## src/rtl/rsa_arith_pkg.sv

```systemverilog
// Shared types and constants for the RSA arithmetic datapath (divider and multiplier).
// The state encoding is common so both units can be traced with the same decoder.
package rsa_arith_pkg;

  localparam int DEFAULT_WIDTH = 32;

  typedef enum logic [1:0] {
    IDLE = 2'd0,
    RUN  = 2'd1,
    ADD  = 2'd2,
    DONE = 2'd3
  } state_e;

  // The counter must hold the value WIDTH itself, which marks the end of the shift phase.
  function automatic int cntWidth(input int width);
    return $clog2(width + 1);
  endfunction

  localparam int DEFAULT_CNT_W = cntWidth(DEFAULT_WIDTH);

endpackage

```

## src/rtl/multiplier32_seq.sv

```systemverilog
// Sequential shift-and-add multiply-accumulate: product = quot*divisor + rem_in.
// Also flags operands that cannot come from a legal division (rem_in >= divisor).
module multiplier32_seq
  import rsa_arith_pkg::*;
#(
  parameter int WIDTH = DEFAULT_WIDTH
) (
  input  logic                 clk,
  input  logic                 rst,
  input  logic                 start,
  input  logic [WIDTH-1:0]     quot,
  input  logic [WIDTH-1:0]     divisor,
  input  logic [WIDTH-1:0]     rem_in,
  output logic                 busy,
  output logic                 done,
  output logic [2*WIDTH-1:0]   product,
  output logic                 err
);

  localparam int CNT_W = (WIDTH == DEFAULT_WIDTH) ? DEFAULT_CNT_W : cntWidth(WIDTH);

  state_e               r_state;
  state_e               w_nextState;
  logic [WIDTH-1:0]     r_accHi;
  logic [WIDTH-1:0]     r_accLo;
  logic [WIDTH-1:0]     r_mcand;
  logic [WIDTH-1:0]     r_addend;
  logic [CNT_W-1:0]     r_count;
  logic                 r_errPend;
  logic [2*WIDTH-1:0]   r_product;
  logic                 r_err;

  logic                 w_accept;
  logic                 w_lastIter;
  logic [WIDTH:0]       w_partial;
  logic [2*WIDTH-1:0]   w_final;

  assign w_accept   = start && ((r_state == IDLE) || (r_state == DONE));
  assign w_lastIter = (r_count == CNT_W'(WIDTH));

  // The carry out of the high half is kept so the right shift brings it back in.
  assign w_partial  = {1'b0, r_accHi} + (r_accLo[0] ? {1'b0, r_mcand} : {(WIDTH+1){1'b0}});
  assign w_final    = {r_accHi, r_accLo} + {{WIDTH{1'b0}}, r_addend};

  always_ff @(posedge clk or posedge rst) begin
    if (rst) begin
      r_state <= IDLE;
    end else begin
      r_state <= w_nextState;
    end
  end

  always_comb begin
    w_nextState = r_state;
    busy        = 1'b0;
    done        = 1'b0;
    case (r_state)
      IDLE: begin
        if (start) w_nextState = RUN;
      end
      RUN: begin
        busy = 1'b1;
        if (w_lastIter) w_nextState = ADD;
      end
      ADD: begin
        busy        = 1'b1;
        w_nextState = DONE;
      end
      DONE: begin
        done        = 1'b1;
        w_nextState = start ? RUN : IDLE;
      end
      default: w_nextState = IDLE;
    endcase
  end

  // The previous result stays visible while a new job runs; it only changes on the ADD edge.
  always_ff @(posedge clk or posedge rst) begin
    if (rst) begin
      r_accHi   <= '0;
      r_accLo   <= '0;
      r_mcand   <= '0;
      r_addend  <= '0;
      r_count   <= '0;
      r_errPend <= 1'b0;
      r_product <= '0;
      r_err     <= 1'b0;
    end else if (w_accept) begin
      r_accHi   <= '0;
      r_accLo   <= quot;
      r_mcand   <= divisor;
      r_addend  <= rem_in;
      r_count   <= '0;
      r_errPend <= (rem_in >= divisor);
    end else begin
      case (r_state)
        RUN: begin
          if (!w_lastIter) begin
            r_accHi <= w_partial[WIDTH:1];
            r_accLo <= {w_partial[0], r_accLo[WIDTH-1:1]};
            r_count <= r_count + CNT_W'(1);
          end
        end
        ADD: begin
          {r_accHi, r_accLo} <= w_final;
          r_product          <= w_final;
          r_err              <= r_errPend;
        end
        default: begin
        end
      endcase
    end
  end

  assign product = r_product;
  assign err     = r_err;

endmodule

```

## config.mk

```make
export PLATFORM = sky130hd
export DESIGN_NAME = multiplier32_seq
export DESIGN_NICKNAME = d
export VERILOG_FILES = /design/src/rtl/rsa_arith_pkg.sv /design/src/rtl/multiplier32_seq.sv
export SDC_FILE = /design/constraint.sdc
export NUM_CORES = 1
export LEC_CHECK = 0
export BUFFER_PORTS_ARGS = -buffer_cell sky130_fd_sc_hd__buf_2
export CORE_MARGIN = 4
export CORE_UTILIZATION = 54
export DETAILED_ROUTE_END_ITERATION = 8
export PLACE_DENSITY_LB_ADDON = 0.08
export SYNTH_ARGS = -nofsm -noshare
export SYNTH_HDL_FRONTEND = slang
export SYNTH_SLANG_ARGS = --single-unit
```

## constraint.sdc

```tcl
create_clock -name clk -period 5.7 [get_ports clk]
set_clock_uncertainty 0.05 [all_clocks]
set_input_delay 0.57 -clock clk [delete_from_list [all_inputs] [get_ports clk]]
set_output_delay 0.57 -clock clk [all_outputs]
set_load 0.05 [all_outputs]
```

-- After elaboration in Yosys (flattened, before gate mapping)
Index checks and enable logic that the tools add are counted.
- add/sub/neg operators: 3
- $lt $le $gt $ge: 1
- equality and inequality tests: 8
- mux-type cells: 16
- bitwise operators: 1
- reduce and logical (&&, ||, !) cells: 10
- operator list (cell ; number):
    32-bit two-way mux ; 5
    32-bit one-hot mux with 2 select lines ; 2
    64-bit by 32-bit adder with 64-bit output ; 1
    32-bit by 32-bit adder with 33-bit output ; 1
    32-bit >= comparator ; 1
    6-bit two-way mux ; 3
    2-bit one-hot mux with 4 select lines ; 1
    2-bit AND reduction ; 4
    6-bit by 1-bit adder with 6-bit output, second input constant ; 1
    6-bit == test, second input constant ; 1
    2-bit inequality test, second input constant ; 3
    2-bit == test, second input constant ; 2
    2-bit two-way mux ; 2
    1-bit two-way mux ; 3
    3-bit inequality test, second input constant ; 1
    3-bit nonzero test ; 1
    2-bit by 1-bit == test with 1-bit output, second input constant ; 1
    2-bit logical NOT ; 1
    2-bit nonzero test ; 1
    2-bit OR reduction ; 1
    1-bit logical AND ; 1
    1-bit logical OR ; 1
    1-bit NOT ; 1
- register bits after elaboration: 202
- bits of input ports: 99
- output and inout port bits: 67
- logic and storage cells: 48

-- Depth between registers and ports, before layout
Gate-level depths: netlist of run 1.
- depth after elaboration: 5
- mapped depth: 13
- depth with buffers taken out: 12

-- Worst setup path before layout of run 1
Ideal clock, no wire load.
- path kind: register -> register
- from: register r_accLo[0]
- to: register r_accHi[30]
- library setup time: 136 ps
- data arrival time: 2918 ps
- data required time: 5514 ps
- path slack: 2597 ps
- cell stages (with the launch flop): 13
- buffers on the path: 1
- path through: dfrtp_1 ha_1 fa_1 a211oi_2 nor4_2 o21ai_2 nand2_1 o41ai_4 a21oi_2 buf_6 a32o_1 a31oi_1 nand4_1
- cells in the longest elaborated chain, start to end: 5
- elaborated cells on any way between the ends: 6
- those cells by class: 2 x add/sub; 4 x mux
- ends and longest elaborated chain (item ; line ; text):
    from (decl) ; multiplier32_seq.sv:25 ; logic [WIDTH-1:0] r_accLo;
    from (signal assigned) ; multiplier32_seq.sv:90 ; r_accLo <= quot;
    from (signal assigned) ; multiplier32_seq.sv:100 ; r_accLo <= {w_partial[0], r_accLo[WIDTH-1:1]};
    from (signal assigned) ; multiplier32_seq.sv:105 ; {r_accHi, r_accLo} <= w_final;
    32-bit two-way mux ; multiplier32_seq.sv:42 ; assign w_partial = {1'b0, r_accHi} + (r_accLo[0] ? {1'b0, r_mcand} : {(WIDTH+1){1'b0}});
    32-bit by 32-bit adder with 33-bit output ; multiplier32_seq.sv:42 ;
    32-bit two-way mux ; multiplier32_seq.sv:98 ; if (!w_lastIter) begin
    32-bit one-hot mux with 2 select lines (*) ; multiplier32_seq.sv:96 ; case (r_state)
    32-bit two-way mux (*) ; multiplier32_seq.sv:88 ; end else if (w_accept) begin
    to (signal assigned) ; multiplier32_seq.sv:99 ; r_accHi <= w_partial[WIDTH:1];
    to (signal assigned) ; multiplier32_seq.sv:105 ;
    to (decl) ; multiplier32_seq.sv:24 ; logic [WIDTH-1:0] r_accHi;
Mark *: on every way between the ends. The rest lies on a longest branch, timed or not. The select of a mux whose other input is x is not followed.
A chain may end at the register's enable or synchronous reset.

-- Final worst setup path of run 1
- from: register r_accLo[0]
- to: register r_accHi[26]
The elaborated chain is that of the path after synthesis.

==> flow_summary.toml, run 1 <==
[outcome]
status = "complete, no violations"

[clock_tree]
clkSinkCount = 202
cts_setup_buffers = 0
clk_latency_ns = 0.53
clockBufferDepth = 3
numCtsBuffers = 23
cts_resized = 0
cts-root-buf = "clkbuf_16"
cts_tree = "yes"
clk_transition_reported_paths_ns = 0.06
cts-hold-fix-buffers = 0
cts_max_level = 1

[routing]
drtAntennaViolNets = 0
wl_per_cell_um = 19.27
first_pass_iters = 5
routed_wl_um = 40090
num_vias = 12290
drtIter0Drc = 936
viasPerCell = 5.910
drcViolationCount = 0

[global_routing]
grt_pass1_wl_um = 64360
antenna_found_initial = 0
track_usage_pct = 28.13
grt.overflow.total = 0
grt_pass1_vias = 11920
grt_max_degree = 92

[setup_path]
r2r_end = "r_accHi[26]$_DFFE_PP0P_"
cp-endpoint = "r_accHi[26]$_DFFE_PP0P_"
cp-end-kind = "flop"
r2r_start = "r_accLo[0]$_DFFE_PP0P_"
critPathLaunch = "r_accLo[0]$_DFFE_PP0P_"
critPathMaxStageDelay_ns = 0.89
worstSetupPathType = "reg2reg"
cp_max_fo = 34
crit_slowest_cell = "dfrtp_1"
reg2reg_slack_ns = 1.58
path_cells = "ha_1, fa_1, a211oi_2, nor4_2, o21ai_2, nand2_1, o41ai_4, a21oi_2, nand4_1, a21o_1, a221o_1"
r2r_cells = 11
crit_arrival_ns = 4.46
cp-start-kind = "flop"
worstPathRequired_ns = 6.05

[logic_synthesis]
async_flop_share_pct = 100.0
syn-num-nets = 1820
ys.flop_type = "dfrtp_1"
yosys_warnings = 0
synth_area_um2 = 13650
yosysUniqueCellTypes = 83
synth_edf_count = 0
ys_ff_latch = 202
syn_avg_cell_area_um2 = 8.446
postSynthCellCount = 1616
yosysSeqAreaShare_pct = 37.03

[floorplan]
chipWidth_um = 167.0
io_pins = 166
start_util_pct = 55.47
fp.coreArea_um2 = 24600
placementRows = 57
die_h_um = 167.0
die_area_um2 = 27880

[job]
drv_cap = 0

[sta]
layout_setup_ws_ns = 1.585
setup_violations = 0
finalCritPeriodShare_pct = 72.19
fin_tns_setup_ns = 0
max_slew_margin_pct = 23.16
rsz0062_at_grt = "false"
fmax_mhz = 243.0
maxSlewViolCount = 0
hold_viol_final = 0
period_minus_slack_ns = 4.115
worst_slew_pin_slew_ns = 1.151

[place]
gp_congestion = 0.9681
portBuffers = 165
post-place-ws_ns = 1.644
dp_hpwl_um = 29600

[layout]
fin_nets = 1944
final_cell_mix = "nand2_1 (308), dfrtp_1 (202), buf_2 (165)"
synthToLayoutAreaGrowth_pct = 13.04
final_common_cell = "nand2_1"
num-fill-cells = 2215
drive_above_1_share_pct = 14.58
antenna_cells = 0

[power]
p_leak_nw = 7.500
power_density_nw_per_um2 = 695.5
vdd_drop_max_v = 0.0003485

[min_path]
hold_path.class = "in2async"
## kinds of logic (layout without fill, tap and decap cells)
| family | count (synthesis) | in the layout | share of synthesized area (%) |
|---|---|---|---|
| adders and majority gates | 105 | 105 | 9.735 |
| xor gates and xnor gates | 86 | 86 | 5.518 |
| AOI/OAI and AO/OA | 468 | 468 | 22.09 |
| muxes | 17 | 17 | 1.256 |
| DFF | 202 | 202 | 37.03 |
| and+or+nand+nor | 594 | 594 | 20.25 |
| buffers and inverters | 144 | 284 | 4.116 |
## through the flow
stage	total power (W)	std cells	hold slack (ns)	utilization, %	cell area, um^2
floorplan	0.007533	1616	0.3874	-	13650
global placement	0.009089	2039	0.4033	59.73	14700
detailed placement	0.009211	2039	0.4064	59.73	14700
CTS	0.01071	2080	0.1203	62.71	15430
global route	0.01158	2080	0.1551	62.71	15430
finish	0.01073	2080	0.1097	62.71	15430
## layer usage
metal	part of all wire, %	GRT usage (%)
met1	46	41.78
met2	44	42.67
met3	8.1	4.314
met4	2.4	8.253
met5	0	0
## Yosys cell counts (5+ instances only)
library cell / instances / area [um^2]
a211oi_1: 19 / 142.6
o211ai_1: 12 / 90.09
a31oi_1: 19 / 118.9
o21ai_0: 153 / 765.7
nand2_1: 309 / 1160
xnor2_1: 51 / 446.7
a211o_1: 5 / 43.79
mux2i_1: 16 / 160.2
a22o_1: 6 / 52.55
o22ai_1: 21 / 131.4
nand4_1: 26 / 162.7
nor2b_1: 15 / 93.84
o21bai_1: 11 / 82.58
and4_1: 7 / 61.31
o21a_1: 8 / 60.06
or3_1: 8 / 50.05
a21oi_1: 98 / 490.5
and3_1: 20 / 125.1
clkbuf_1: 59 / 221.5
dfrtp_1: 202 / 5055
buf_2: 8 / 40.04
and2_1: 39 / 244.0
nand2b_1: 15 / 93.84
inv_1: 65 / 244.0
ha_1: 103 / 1289
xor2_1: 35 / 306.5
nor3_1: 24 / 120.1
o21ai_1: 14 / 70.07
buf_1: 10 / 37.54
nand3_1: 32 / 160.2
nor2_1: 75 / 281.5
a21o_1: 43 / 322.8
## worst max-delay path: cells and delay by family (launching register included)
kind | cells | cell delay [ns]
compound gates | 6 | 1.63
flops | 1 | 0.89
simple gates | 3 | 0.81
fa+ha+maj | 2 | 0.60
## state kept, by name, indices dropped and copies added (netlist names)
name and cells:
err 1, r_accHi 32, r_state 2, r_addend 32, r_count 6, r_errPend 1, product 64, r_accLo 32
r_mcand 32
## worst min path at each step
stage | cells after the start | startpoint | slack, ns | endpoint
floorplan | 2 | r_mcand[0]$_DFFE_PP0P_ | 0.39 | r_mcand[0]$_DFFE_PP0P_
global placement | 2 | product[20]$_DFFE_PP0P_ | 0.40 | product[20]$_DFFE_PP0P_
detailed placement | 2 | product[0]$_DFFE_PP0P_ | 0.41 | product[0]$_DFFE_PP0P_
CTS | 2 | rst | 0.12 | r_accHi[8]$_DFFE_PP0P_
global route | 2 | rst | 0.16 | product[40]$_DFFE_PP0P_
finish | 2 | rst | 0.11 | r_accHi[6]$_DFFE_PP0P_
## where the power goes
group / internal, W / switching (W)
combinational: 0.00220 / 0.00440
sequential: 0.00211 / 0.000559
clock: 0.000854 / 0.000608
total: 0.00516 / 0.00557
## layout make-up
| cell class | count | area, um^2 | area share (%) |
|---|---|---|---|
| Multi-Input combinational cell | 1270 | 8064 | 52.26 |
| Sequential cell | 202 | 5055 | 32.76 |
| Inverter | 65 | 247.7 | 1.606 |
| Clock buffer | 34 | 666.9 | 4.322 |
| Tap cell | 324 | 405.4 | 2.627 |
| Clock inverter | 7 | 67.56 | 0.4379 |
| Timing Repair Buffer | 178 | 923.4 | 5.984 |
No activity file was read; power rests on OpenSTA's default activity.
==> run 2: changes to the inputs <==
Settings changed: CORE_UTILIZATION 54 to 60.
Clock period 5.7 ns to 3.8 ns, I/O delays scaled along.
==> flow_summary.toml, run 2 (synthesis results as in run 1) <==
[place]
portBuffers = 165
dp_hpwl_um = 30480
gp_congestion = 0.9561

[floorplan]
fp.coreArea_um2 = 22090
placementRows = 54
die_h_um = 158.8
chipWidth_um = 158.8
io_pins = 166
die_area_um2 = 25230
start_util_pct = 61.78

[layout]
final_cell_mix = "nand2_1 (308), dfrtp_1 (201), buf_2 (165)"
synthToLayoutAreaGrowth_pct = 14.36
fin_nets = 1959
antenna_cells = 0
final_common_cell = "nand2_1"
largest_register_ffs = 64
drive_above_1_share_pct = 15.51
num-fill-cells = 1775

[sta]
holdWs_ns = 0.001900
finalCritPeriodShare_pct = 92.48
max_slew_margin_pct = 34.72
hold_viol_final = 0
fmax_mhz = 284.6
fin_tns_setup_ns = 0
period_minus_slack_ns = 3.514
maxSlewViolCount = 0
rsz0062_at_grt = "false"
worst_slew_pin_slew_ns = 0.9793
setup_violations = 0

[global_routing]
grt_pass1_wl_um = 65670
grt.busiest_layer = "met2"
grt_pass1_vias = 12110
use_met1_pct = 44.81
track_usage_pct = 32.01
grt.overflow.total = 0
antenna_found_initial = 0
use_met3_pct = 7.154
grtUsageMet2_pct = 49.51
grt_max_degree = 158

[clock_tree]
cts-hold-fix-buffers = 0
cts_tree = "yes"
cts-root-buf = "clkbuf_16"
clk_transition_reported_paths_ns = 0.06
clk_latency_ns = 0.53
clockBufferDepth = 3
clkSinkCount = 202
numCtsBuffers = 24
cts_max_level = 1
cts_setup_buffers = 0

[setup_path]
crit_slowest_cell = "dfrtp_2"
worstSetupPathType = "reg2reg"
r2r_end = "r_accHi[25]$_DFFE_PP0P_"
r2r_start = "r_accLo[0]$_DFFE_PP0P_"
crit_arrival_ns = 3.86
worstPathRequired_ns = 4.15
cp_max_fo = 16
cp-start-kind = "flop"
cp-end-kind = "flop"
r2r_cells = 12
critPathLaunch = "r_accLo[0]$_DFFE_PP0P_"
critPathBufInv = 0
cp-endpoint = "r_accHi[25]$_DFFE_PP0P_"
critPathMaxStageDelay_ns = 0.49
path_cells = "and2_1, ha_1, fa_1, a21o_1, a221oi_2, o21ai_2, a21oi_1, o41ai_1, a311o_1, a211oi_1, nor3_1, a211o_1"
crit_cells = 12
path_delay_family = "compound AO/OA/AOI/OAI gates"
reg2reg_slack_ns = 0.29

[power]
p_leak_nw = 7.608
power_density_nw_per_um2 = 1066
vdd_drop_max_v = 0.0006018

[job]
drv_cap = 0

[routing]
viasPerCell = 6.153
drtAntennaViolNets = 0
routed_wl_um = 41440
drcViolationCount = 0
num_vias = 12630
wl_per_cell_um = 20.19
first_pass_iters = 7
drtIter0Drc = 1075

[min_path]
hold_path.class = "in2async"

[outcome]
status = "complete, no violations"
run 2: cell types whose count changed in the layout (fill, tap and decap cells not counted), moves of 2 or more:
cell / before / now
buf_4: 13 / 26
clkinvlp_4: 1 / 5
clkbuf_8: 5 / 8
clkinv_2: 4 / 1
clkbuf_1: 6 / 4
clkbuf_16: 23 / 25
run 2: power breakdown:
group | internal (W) | total [W] | switching, W
sequential | 0.00316 | 0.00401 | 0.000845
clock | 0.00149 | 0.00244 | 0.000947
combinational | 0.00342 | 0.0102 | 0.00678
run 2: metal layers:
layer | share of wire, % | routed length, um | up-vias
li1 | - | - | 6006
met1 | 43 | 17910 | 5944
met2 | 43 | 17930 | 593
met3 | 9.8 | 4056 | 89
met4 | 3.7 | 1542 | 0
met5 | 0 | 0 | -
run 2: timing repair:
action                     CTS  global route
gates resized for setup      0             2
setup endpoints to repair    0             3
hold endpoints to repair     0             0
run 2: worst min-delay path by stage:
stage	from	endpoint	depth (start not counted)	slack (ns)
after global placement	product[31]$_DFFE_PP0P_	product[31]$_DFFE_PP0P_	2	0.40
after detailed placement	product[9]$_DFFE_PP0P_	product[9]$_DFFE_PP0P_	2	0.41
after CTS	rem_in[9]	r_addend[9]$_DFFE_PP0P_	3	0.01
after global routing	rem_in[6]	r_addend[6]$_DFFE_PP0P_	3	0.03
after floorplan	r_mcand[0]$_DFFE_PP0P_	r_mcand[0]$_DFFE_PP0P_	2	0.39
final	rst	product[49]$_DFFE_PP0P_	3	0.002
run 2: worst register-to-register path: cells and delay by family, from the launching register on:
kind / cells / cell delay, ns
fa+ha+maj: 2 / 0.63
compound gates: 8 / 1.93
flops: 1 / 0.49
simple gates: 2 / 0.28
run 2: area by class of cell:
type / instances / area [um^2] / share of cell area [%]
timing repair buffer: 192 / 1041 / 6.669
sequential: 202 / 5056 / 32.39
tap: 280 / 350.3 / 2.244
clock inverter: 7 / 95.09 / 0.6092
inverter: 65 / 247.7 / 1.587
multi-input combinational: 1270 / 8069 / 51.69
clock buffer: 37 / 750.7 / 4.809
run 2: stage by stage:
stage	setup WS, ns	total power, W	instance area (um^2)	std cells	utilization (%)
floorplan	0.6967	0.01130	13650	1616	-
global route	0.07872	0.01782	15610	2053	70.65
finish	0.2858	0.01665	15610	2053	70.65
detailed placement	0.1993	0.01399	14760	2009	66.79
global placement	0.2699	0.01383	14760	2009	66.79
CTS	0.1325	0.01651	15600	2053	70.61
==> run 3: changes to the inputs <==
Settings changed: BUFFER_PORTS_ARGS -buffer_cell sky130_fd_sc_hd__buf_2 to default, CORE_UTILIZATION 60 to 53, DONT_BUFFER_PORTS from default to 1.
==> flow_summary.toml, run 3 (synthesis results as in run 1) <==
[outcome]
status = "complete, no violations"

[floorplan]
die_area_um2 = 28390
fp.coreArea_um2 = 25250
placementRows = 58
start_util_pct = 54.05
io_pins = 166
chipWidth_um = 168.5
die_h_um = 168.5

[sta]
hold_viol_final = 0
period_minus_slack_ns = 3.578
max_slew_margin_pct = 35.88
fmax_mhz = 279.5
maxSlewViolCount = 0
fin_tns_setup_ns = 0
setup_violations = 0
rsz0062_at_grt = "false"
worst_slew_pin_slew_ns = 0.9583
finalCritPeriodShare_pct = 94.15

[power]
combPwrFrac_pct = 54.2
p_seq_share_pct = 31.4
vdd_drop_max_v = 0.0006792
power_density_nw_per_um2 = 1062
clockPowerShare_pct = 14.3
switching_share_pct = 52.50
total_power_w = 0.01636
power.internal_w = 0.007773
power_switching_w = 0.008590
p_leak_nw = 7.152

[clock_tree]
clkSinkCount = 202
clockBufferDepth = 3
cts_max_level = 1
cts-root-buf = "clkbuf_16"
clk_transition_reported_paths_ns = 0.06
numCtsBuffers = 24
cts_tree = "yes"
clk_latency_ns = 0.54

[setup_path]
r2r_cells = 12
cp-start-kind = "flop"
cp-end-kind = "flop"
worstPathRequired_ns = 4.15
reg2reg_slack_ns = 0.22
r2r_end = "r_accHi[25]$_DFFE_PP0P_"
r2r_start = "r_accLo[0]$_DFFE_PP0P_"
critPathLaunch = "r_accLo[0]$_DFFE_PP0P_"
worstSetupPathType = "reg2reg"
crit_arrival_ns = 3.93
cp-endpoint = "r_accHi[25]$_DFFE_PP0P_"
cp_max_fo = 14

[layout]
final_cell_mix = "nand2_1 (308), dfrtp_1 (202), o21ai_0 (153)"
fin_nets = 1853
largest_register_ffs = 64
drive_above_1_share_pct = 6.667
design_area_um2 = 15400
synthToLayoutAreaGrowth_pct = 12.86
final_common_cell = "nand2_1"

[routing]
drcViolationCount = 0
num_vias = 12070
viasPerCell = 6.045
first_pass_iters = 5
wl_per_cell_um = 21.73
routed_wl_um = 43370
drtIter0Drc = 1087
drtAntennaViolNets = 0

[global_routing]
track_usage_pct = 30.42
grt_pass1_wl_um = 69080
antenna_found_initial = 3
grt_max_degree = 78
grt.overflow.total = 0
grt_pass1_vias = 12070

[place]
dp_hpwl_um = 31590
gp_congestion = 0.9414
portBuffers = 0
place_area_um2 = 14050

[job]
drv_cap = 0

[min_path]
hold_path.class = "in2reg"
[run 3: critical path, stage by stage, from the launching register on]
cell	delay [ns]
dfrtp_1	0.51
and2_1	0.23
ha_1	0.20
fa_1	0.41
a21o_1	0.22
a221oi_2	0.35
o21ai_2	0.13
a21oi_1	0.26
o41ai_1	0.17
a311o_1	0.39
a211oi_1	0.22
nor3_1	0.09
a211o_1	0.23
[run 3: layer usage]
layer  share of wire (%)  wire (um)  global-route usage [%]
met5               0.062         27                       0
met4                 3.0       1281                   8.751
met3                 8.3       3602                   6.632
met2                  43      18850                   46.73
met1                  45      19610                   43.56
[run 3: how the worst min path moves through the flow]
stage / from / to / depth (start not counted) / slack, ns
after CTS: quot[1] / r_accLo[1]$_DFFE_PP0P_ / 2 / 0.0002
after floorplan: r_mcand[0]$_DFFE_PP0P_ / r_mcand[0]$_DFFE_PP0P_ / 2 / 0.39
final: quot[1] / r_accLo[1]$_DFFE_PP0P_ / 2 / 0.005
after global routing: divisor[20] / r_mcand[20]$_DFFE_PP0P_ / 2 / 0.005
after detailed placement: rst / product[53]$_DFFE_PP0P_ / 1 / 0.39
after global placement: rst / product[53]$_DFFE_PP0P_ / 1 / 0.40
[run 3: repair_timing]
item,CTS,global route
setup endpoints to repair,0,8
hold buffers,55,0
buffers inserted,0,0
endpoints found under the hold margin,86,0
resized for setup,0,1
[run 3: final cells by class]
cell class,instances,area [um^2]
inverter,65,247.7
clock buffer,33,684.4
clock inverter,9,112.6
fill,2229,9849
tap,330,412.9
sequential,202,5055
timing repair buffer,86,820.8
multi-input combinational,1270,8069
antenna,1,2.502
[run 3: power groups by stage]
stage	clock network, W	logic, W	registers (W)
2_1_floorplan	0	0.00652	0.00478
3_3_place_gp	0	0.00854	0.00514
3_5_place_dp	0	0.00866	0.00516
4_1_cts	0.00237	0.00876	0.00512
5_1_grt	0.00248	0.00991	0.00524
6_report	0.00235	0.00887	0.00514
[run 3: metrics by stage]
step	hold slack (ns)	std cells	util (%)	setup slack, ns
final	0.004824	1996	61.00	0.2224
after global routing	0.005214	1996	61.00	0.005661
after CTS	0.0001758	1995	60.96	0.1317
after detailed placement	0.3901	1898	55.62	0.1609
after global placement	0.3965	1898	55.62	0.2454
after floorplan	0.3874	1616	-	0.6967
